<file path="config.mk">
export PLATFORM = sky130hd
export DESIGN_NAME = ibex_instr_realigner
export DESIGN_NICKNAME = d
export VERILOG_FILES = /design/src/rtl/ibex_pkg.sv /design/src/rtl/ibex_instr_realigner.sv
export SDC_FILE = /design/constraint.sdc
export NUM_CORES = 1
export LEC_CHECK = 0
export BUFFER_PORTS_ARGS = -buffer_cell sky130_fd_sc_hd__buf_2
export CELL_PAD_IN_SITES_DETAIL_PLACEMENT = 1
export CELL_PAD_IN_SITES_GLOBAL_PLACEMENT = 2
export CORE_MARGIN = 2
export CORE_UTILIZATION = 28
export DETAILED_ROUTE_END_ITERATION = 10
export PLACE_DENSITY = 0.8
export SKIP_CTS_REPAIR_TIMING = 1
export SLEW_MARGIN = 20
export SYNTH_ARGS = -nofsm -noshare
export SYNTH_HDL_FRONTEND = slang
export SYNTH_SLANG_ARGS = --single-unit
</file>
<file path="constraint.sdc">
create_clock -name clk_i -period 5.4 [get_ports clk_i]
set_input_delay 0.27 -clock clk_i [delete_from_list [all_inputs] [get_ports clk_i]]
set_output_delay 0.27 -clock clk_i [all_outputs]
set_load 0.03 [all_outputs]
</file>
<file path="src/rtl/ibex_pkg.sv">
// ibex_pkg: shared definitions for the instruction realigner.
//   INSTR_UNCOMPRESSED : value of instr[1:0] that marks a 32-bit instruction.
//   realign_stash_t    : one held halfword with its PC and fetch error flag.
//   is_compressed()    : true when a halfword starts a 16-bit instruction.
package ibex_pkg;

    localparam logic [1:0] INSTR_UNCOMPRESSED = 2'b11;

    typedef struct packed {
        logic [15:0] half;
        logic [31:0] addr;
        logic        err;
    } realign_stash_t;

    function automatic logic is_compressed(input logic [15:0] h);
        return h[1:0] != INSTR_UNCOMPRESSED;
    endfunction

endpackage

</file>
<file path="src/rtl/ibex_instr_realigner.sv">
// ibex_instr_realigner: turns a stream of 32-bit fetch words into aligned
// 16/32-bit instructions using a single halfword stash.
// Ports:
//   clk_i, rst_ni             clock, async active-low reset
//   clear_i                   branch/flush, drops held state
//   in_valid_i/in_ready_o     fetch word handshake (in_rdata_i, in_addr_i, in_err_i)
//   out_valid_o/out_ready_i   instruction handshake
//   out_instr_o, out_addr_o   instruction (compressed ones zero-extended) and PC
//   out_is_compressed_o       out_instr_o is a 16-bit instruction
//   out_err_o, out_err_plus2_o fetch error, and whether it belongs to PC+2 only
module ibex_instr_realigner #(
    parameter bit ResetAll = 1'b0
) (
    input  logic        clk_i,
    input  logic        rst_ni,
    input  logic        clear_i,
    input  logic        in_valid_i,
    output logic        in_ready_o,
    input  logic [31:0] in_rdata_i,
    input  logic [31:0] in_addr_i,
    input  logic        in_err_i,
    output logic        out_valid_o,
    input  logic        out_ready_i,
    output logic [31:0] out_instr_o,
    output logic [31:0] out_addr_o,
    output logic        out_is_compressed_o,
    output logic        out_err_o,
    output logic        out_err_plus2_o
);
    import ibex_pkg::*;

    logic           stash_valid_q, stash_valid_d;
    realign_stash_t stash_q, stash_d;

    logic [15:0] in_lo, in_hi;
    logic [31:0] in_addr_p2;

    assign in_lo      = in_rdata_i[15:0];
    assign in_hi      = in_rdata_i[31:16];
    assign in_addr_p2 = in_addr_i + 32'd2;

    always_comb begin
        out_valid_o     = 1'b0;
        in_ready_o      = 1'b0;
        out_instr_o     = '0;
        out_addr_o      = '0;
        out_err_o       = 1'b0;
        out_err_plus2_o = 1'b0;
        stash_valid_d   = stash_valid_q;
        stash_d         = stash_q;

        if (stash_valid_q) begin
            out_addr_o = stash_q.addr;
            if (is_compressed(stash_q.half)) begin
                // Held compressed instruction drains without touching the input word.
                out_valid_o = 1'b1;
                out_instr_o = {16'h0000, stash_q.half};
                out_err_o   = stash_q.err;
                if (out_ready_i) begin
                    stash_valid_d = 1'b0;
                end
            end else begin
                // Upper half of a split instruction comes from the next word.
                out_valid_o     = in_valid_i;
                out_instr_o     = {in_lo, stash_q.half};
                out_err_o       = stash_q.err | in_err_i;
                out_err_plus2_o = in_err_i & ~stash_q.err;
                if (in_valid_i && out_ready_i) begin
                    in_ready_o = 1'b1;
                    if (in_err_i || stash_q.err) begin
                        stash_valid_d = 1'b0;
                    end else begin
                        stash_valid_d = 1'b1;
                        stash_d       = '{half: in_hi, addr: in_addr_p2, err: 1'b0};
                    end
                end
            end
        end else if (in_valid_i) begin
            out_addr_o = in_addr_i;
            if (in_err_i) begin
                // Whole faulting word becomes one error instruction.
                out_valid_o = 1'b1;
                out_instr_o = in_addr_i[1] ? {16'h0000, in_hi} : in_rdata_i;
                out_err_o   = 1'b1;
                in_ready_o  = out_ready_i;
            end else if (!in_addr_i[1]) begin
                out_valid_o = 1'b1;
                if (is_compressed(in_lo)) begin
                    out_instr_o = {16'h0000, in_lo};
                    if (out_ready_i) begin
                        in_ready_o    = 1'b1;
                        stash_valid_d = 1'b1;
                        stash_d       = '{half: in_hi, addr: in_addr_p2, err: 1'b0};
                    end
                end else begin
                    out_instr_o = in_rdata_i;
                    in_ready_o  = out_ready_i;
                end
            end else if (is_compressed(in_hi)) begin
                out_valid_o = 1'b1;
                out_instr_o = {16'h0000, in_hi};
                in_ready_o  = out_ready_i;
            end else begin
                // Halfword branch target starting a 32-bit instruction: absorb it silently.
                in_ready_o    = 1'b1;
                stash_valid_d = 1'b1;
                stash_d       = '{half: in_hi, addr: in_addr_i, err: 1'b0};
            end
        end

        if (clear_i) begin
            out_valid_o   = 1'b0;
            in_ready_o    = 1'b0;
            stash_valid_d = 1'b0;
        end
    end

    assign out_is_compressed_o = out_instr_o[1:0] != INSTR_UNCOMPRESSED;

    always_ff @(posedge clk_i or negedge rst_ni) begin
        if (!rst_ni) begin
            stash_valid_q <= 1'b0;
        end else begin
            stash_valid_q <= stash_valid_d;
        end
    end

    generate
        if (ResetAll) begin : g_stash_rst
            always_ff @(posedge clk_i or negedge rst_ni) begin
                if (!rst_ni) begin
                    stash_q <= '0;
                end else begin
                    stash_q <= stash_d;
                end
            end
        end else begin : g_stash_norst
            always_ff @(posedge clk_i) begin
                stash_q <= stash_d;
            end
        end
    endgenerate

endmodule
</file>
==> flow_summary.json <==
{
  "worstSetupPathType": "flip-flop to flip-flop",
  "die_y_um": 110,
  "max_cap_viol_count": 0,
  "clk_latency_ns": 0.30,
  "ys_types": 36,
  "syn_area_per_cell_um2": 10.7,
  "syn-instance-count": 293,
  "setup_viol": 0,
  "initial_core_util_pct": 28.8,
  "htreeDepth": 2,
  "grt_overflow": 0,
  "fmax_mhz": 365,
  "postLayoutCoreUtil_pct": 37.2,
  "final_layout_size_suffix_gt1_share_pct": 37.1,
  "seqPwrFrac_pct": 48.5,
  "dp.cells": 554,
  "synth_top_cells_by_count": "edfxtp_1, a22o_1, nand2_1, xnor2_1, o21ai_0",
  "antenna_cells": 0,
  "synth-main-ff-cell": "edfxtp_1",
  "syn-num-nets": 365,
  "cts_tree": "built",
  "power_density_nw_per_um2": 223,
  "placementRows": 38,
  "numClockSinks": 49,
  "final.setup_skew_ns": 0.0112,
  "vdd_drop_max_uv": 97.1,
  "period_needed_ns": 2.74,
  "switching_share_pct": 32.9,
  "synth-edff-count": 48,
  "drc": 0,
  "antenna_found_initial": 0,
  "p_int_uw": 605,
  "cp.arrival_ns": 2.70,
  "clkPwrFrac_pct": 24.8,
  "grt_pass1_wl_um": 15400,
  "io_buffers": 138,
  "path_max_fanout": 64,
  "synth-seq-area-share_pct": 46.8,
  "period_share_pct": 50.8,
  "clkTransAtPathRegs_ns": 0.10,
  "p_switching_uw": 296,
  "regArea_um2": 1470,
  "cp.required_ns": 5.35,
  "slew_violations": 0,
  "fillCellCount": 1282,
  "numCtsBuffers": 5,
  "cp-start-kind": "flip-flop",
  "yosysTopAreaCell": "edfxtp_1",
  "netlist_area_um2": 3130,
  "ant_nets": 0,
  "status": "completed",
  "grt_max_degree": 65,
  "total_power_uw": 901,
  "die_area_um2": 12000,
  "avgViaCountPerCell": 5.09,
  "gp_congestion": 0.804,
  "dp_hpwl_um": 7300,
  "endpoint_kind": "flip-flop",
  "routedWlPerCell_um": 17.2,
  "fin_nets": 494,
  "hold_path_class": "input pin to flip-flop",
  "drt_iter0_markers": 104,
  "cts_buffer_depth": 2,
  "io_pins": 139,
  "yosysTopAreaCellShare_pct": 46.0,
  "synth_seq_cells": 49,
  "dr_total_vias": 2866,
  "grt_pass1_vias": 2888,
  "cellLeakagePower_nw": 1.75,
  "yosysMostFrequentCell": "edfxtp_1",
  "routed_wl_um": 9670,
  "drtPass1Iterations": 5,
  "gr-usage-all-layers_pct": 16.4,
  "dieWidth_um": 110,
  "setup_tns_ns": 0,
  "hold_viol": 0,
  "area_growth_pct": 29.3,
  "tightest_slew_ns": 0.963,
  "combPwrFrac_pct": 26.7,
  "yosys_warnings": 0,
  "final_cells": 563,
  "grt_setup_unrepaired": "no",
  "synthTopCellsByArea": "edfxtp_1, a22o_1, xnor2_1, mux2i_1, nand2_1",
  "placeableCoreArea_um2": 10900,
  "async_reset_ff_share_pct": 2.04,
  "max_slew_margin_pct": 35.5,
  "cts_root_buf": "clkbuf_8",
  "multi_input_area_um2": 1590
}
## worst paths after layout
path                                         start                      end  slack [ns]  cells after the start
hold / removal                             clear_i  stash_valid_q$_DFF_PN0_        0.14                      2
hold reg to reg              stash_q[33]$_DFFE_PP_  stash_valid_q$_DFF_PN0_        0.82                      4
setup reg to reg           stash_valid_q$_DFF_PN0_    stash_q[39]$_DFFE_PP_        2.66                      5
setup / recovery           stash_valid_q$_DFF_PN0_    stash_q[39]$_DFFE_PP_        2.66                      5
max in group asynchronous                   rst_ni  stash_valid_q$_DFF_PN0_        5.05                      2
min in group asynchronous                   rst_ni  stash_valid_q$_DFF_PN0_        0.25                      2
## area by class of cell
type | count | share of cell area (%)
tap | 140 | 4.33
inverter | 2 | 0.185
timing repair buffer | 142 | 17.9
sequential | 49 | 36.2
clock buffer | 6 | 1.79
clock inverter | 2 | 0.371
multi-input combinational | 222 | 39.2
## through the flow
step	hold WS, ns	setup WS [ns]	instance area, um^2
floorplan	-0.0256	0.408	3130
global route	0.135	2.38	4050
detailed placement	0.0491	2.61	3950
finish	0.141	2.66	4050
global placement	0.0489	2.69	3950
CTS	-0.292	2.60	4040
## worst max-delay path, stage by stage, from the launching register on
cell	delay, ns
dfrtp_2	0.35
buf_4	0.51
a41o_1	0.16
a21oi_1	0.08
a211oi_4	0.74
buf_4	0.51
## logic make-up (layout without fill, tap and decap cells)
family                   count (synthesis)  in the layout  synth area share [%]
AO/OA/AOI/OAI                           78             78                  18.8
XOR/XNOR                                29             29                  8.11
adder cells (fa/ha/maj)                  2              2                 0.799
buffers and inverters                   22            152                  2.92
flip-flops                              49             49                  46.8
multiplexers                            14             14                  4.48
AND/OR/NAND/NOR                         99             99                  18.0
## power by group through the flow
stage	Combinational (mW)	Sequential [mW]	Clock (mW)
global route	0.261	0.438	0.247
CTS	0.244	0.437	0.230
global placement	0.240	0.445	0
detailed placement	0.243	0.446	0
finish	0.241	0.437	0.223
floorplan	0.147	0.446	0
## flip-flops by register name, indices dropped and copies added, names as in the netlist
signal / cells
stash_q: 48
stash_valid_q: 1
## layer usage
metal	vias up	routed length, um	GRT usage [%]
li1	1386	-	-
met1	1409	4200	21.6
met2	67	4990	28.3
met3	4	391	2.19
met4	0	77	3.80
met5	-	0	0
## layout by cell type (no fill, tap or decap), types with 3 or more instances in the layout
cell,netlist,layout
xnor2_1,26,26
a21oi_1,6,6
nand3_1,10,10
and2_1,5,5
mux2i_1,14,14
and3_1,11,11
nand4_1,17,17
xor2_1,3,3
buf_2,7,138
a22o_1,47,47
buf_4,0,3
o21ai_0,18,18
clkbuf_8,0,5
edfxtp_1,48,48
nor2_1,5,5
nand2_1,35,35
No activity file was read; power rests on OpenSTA's default activity.
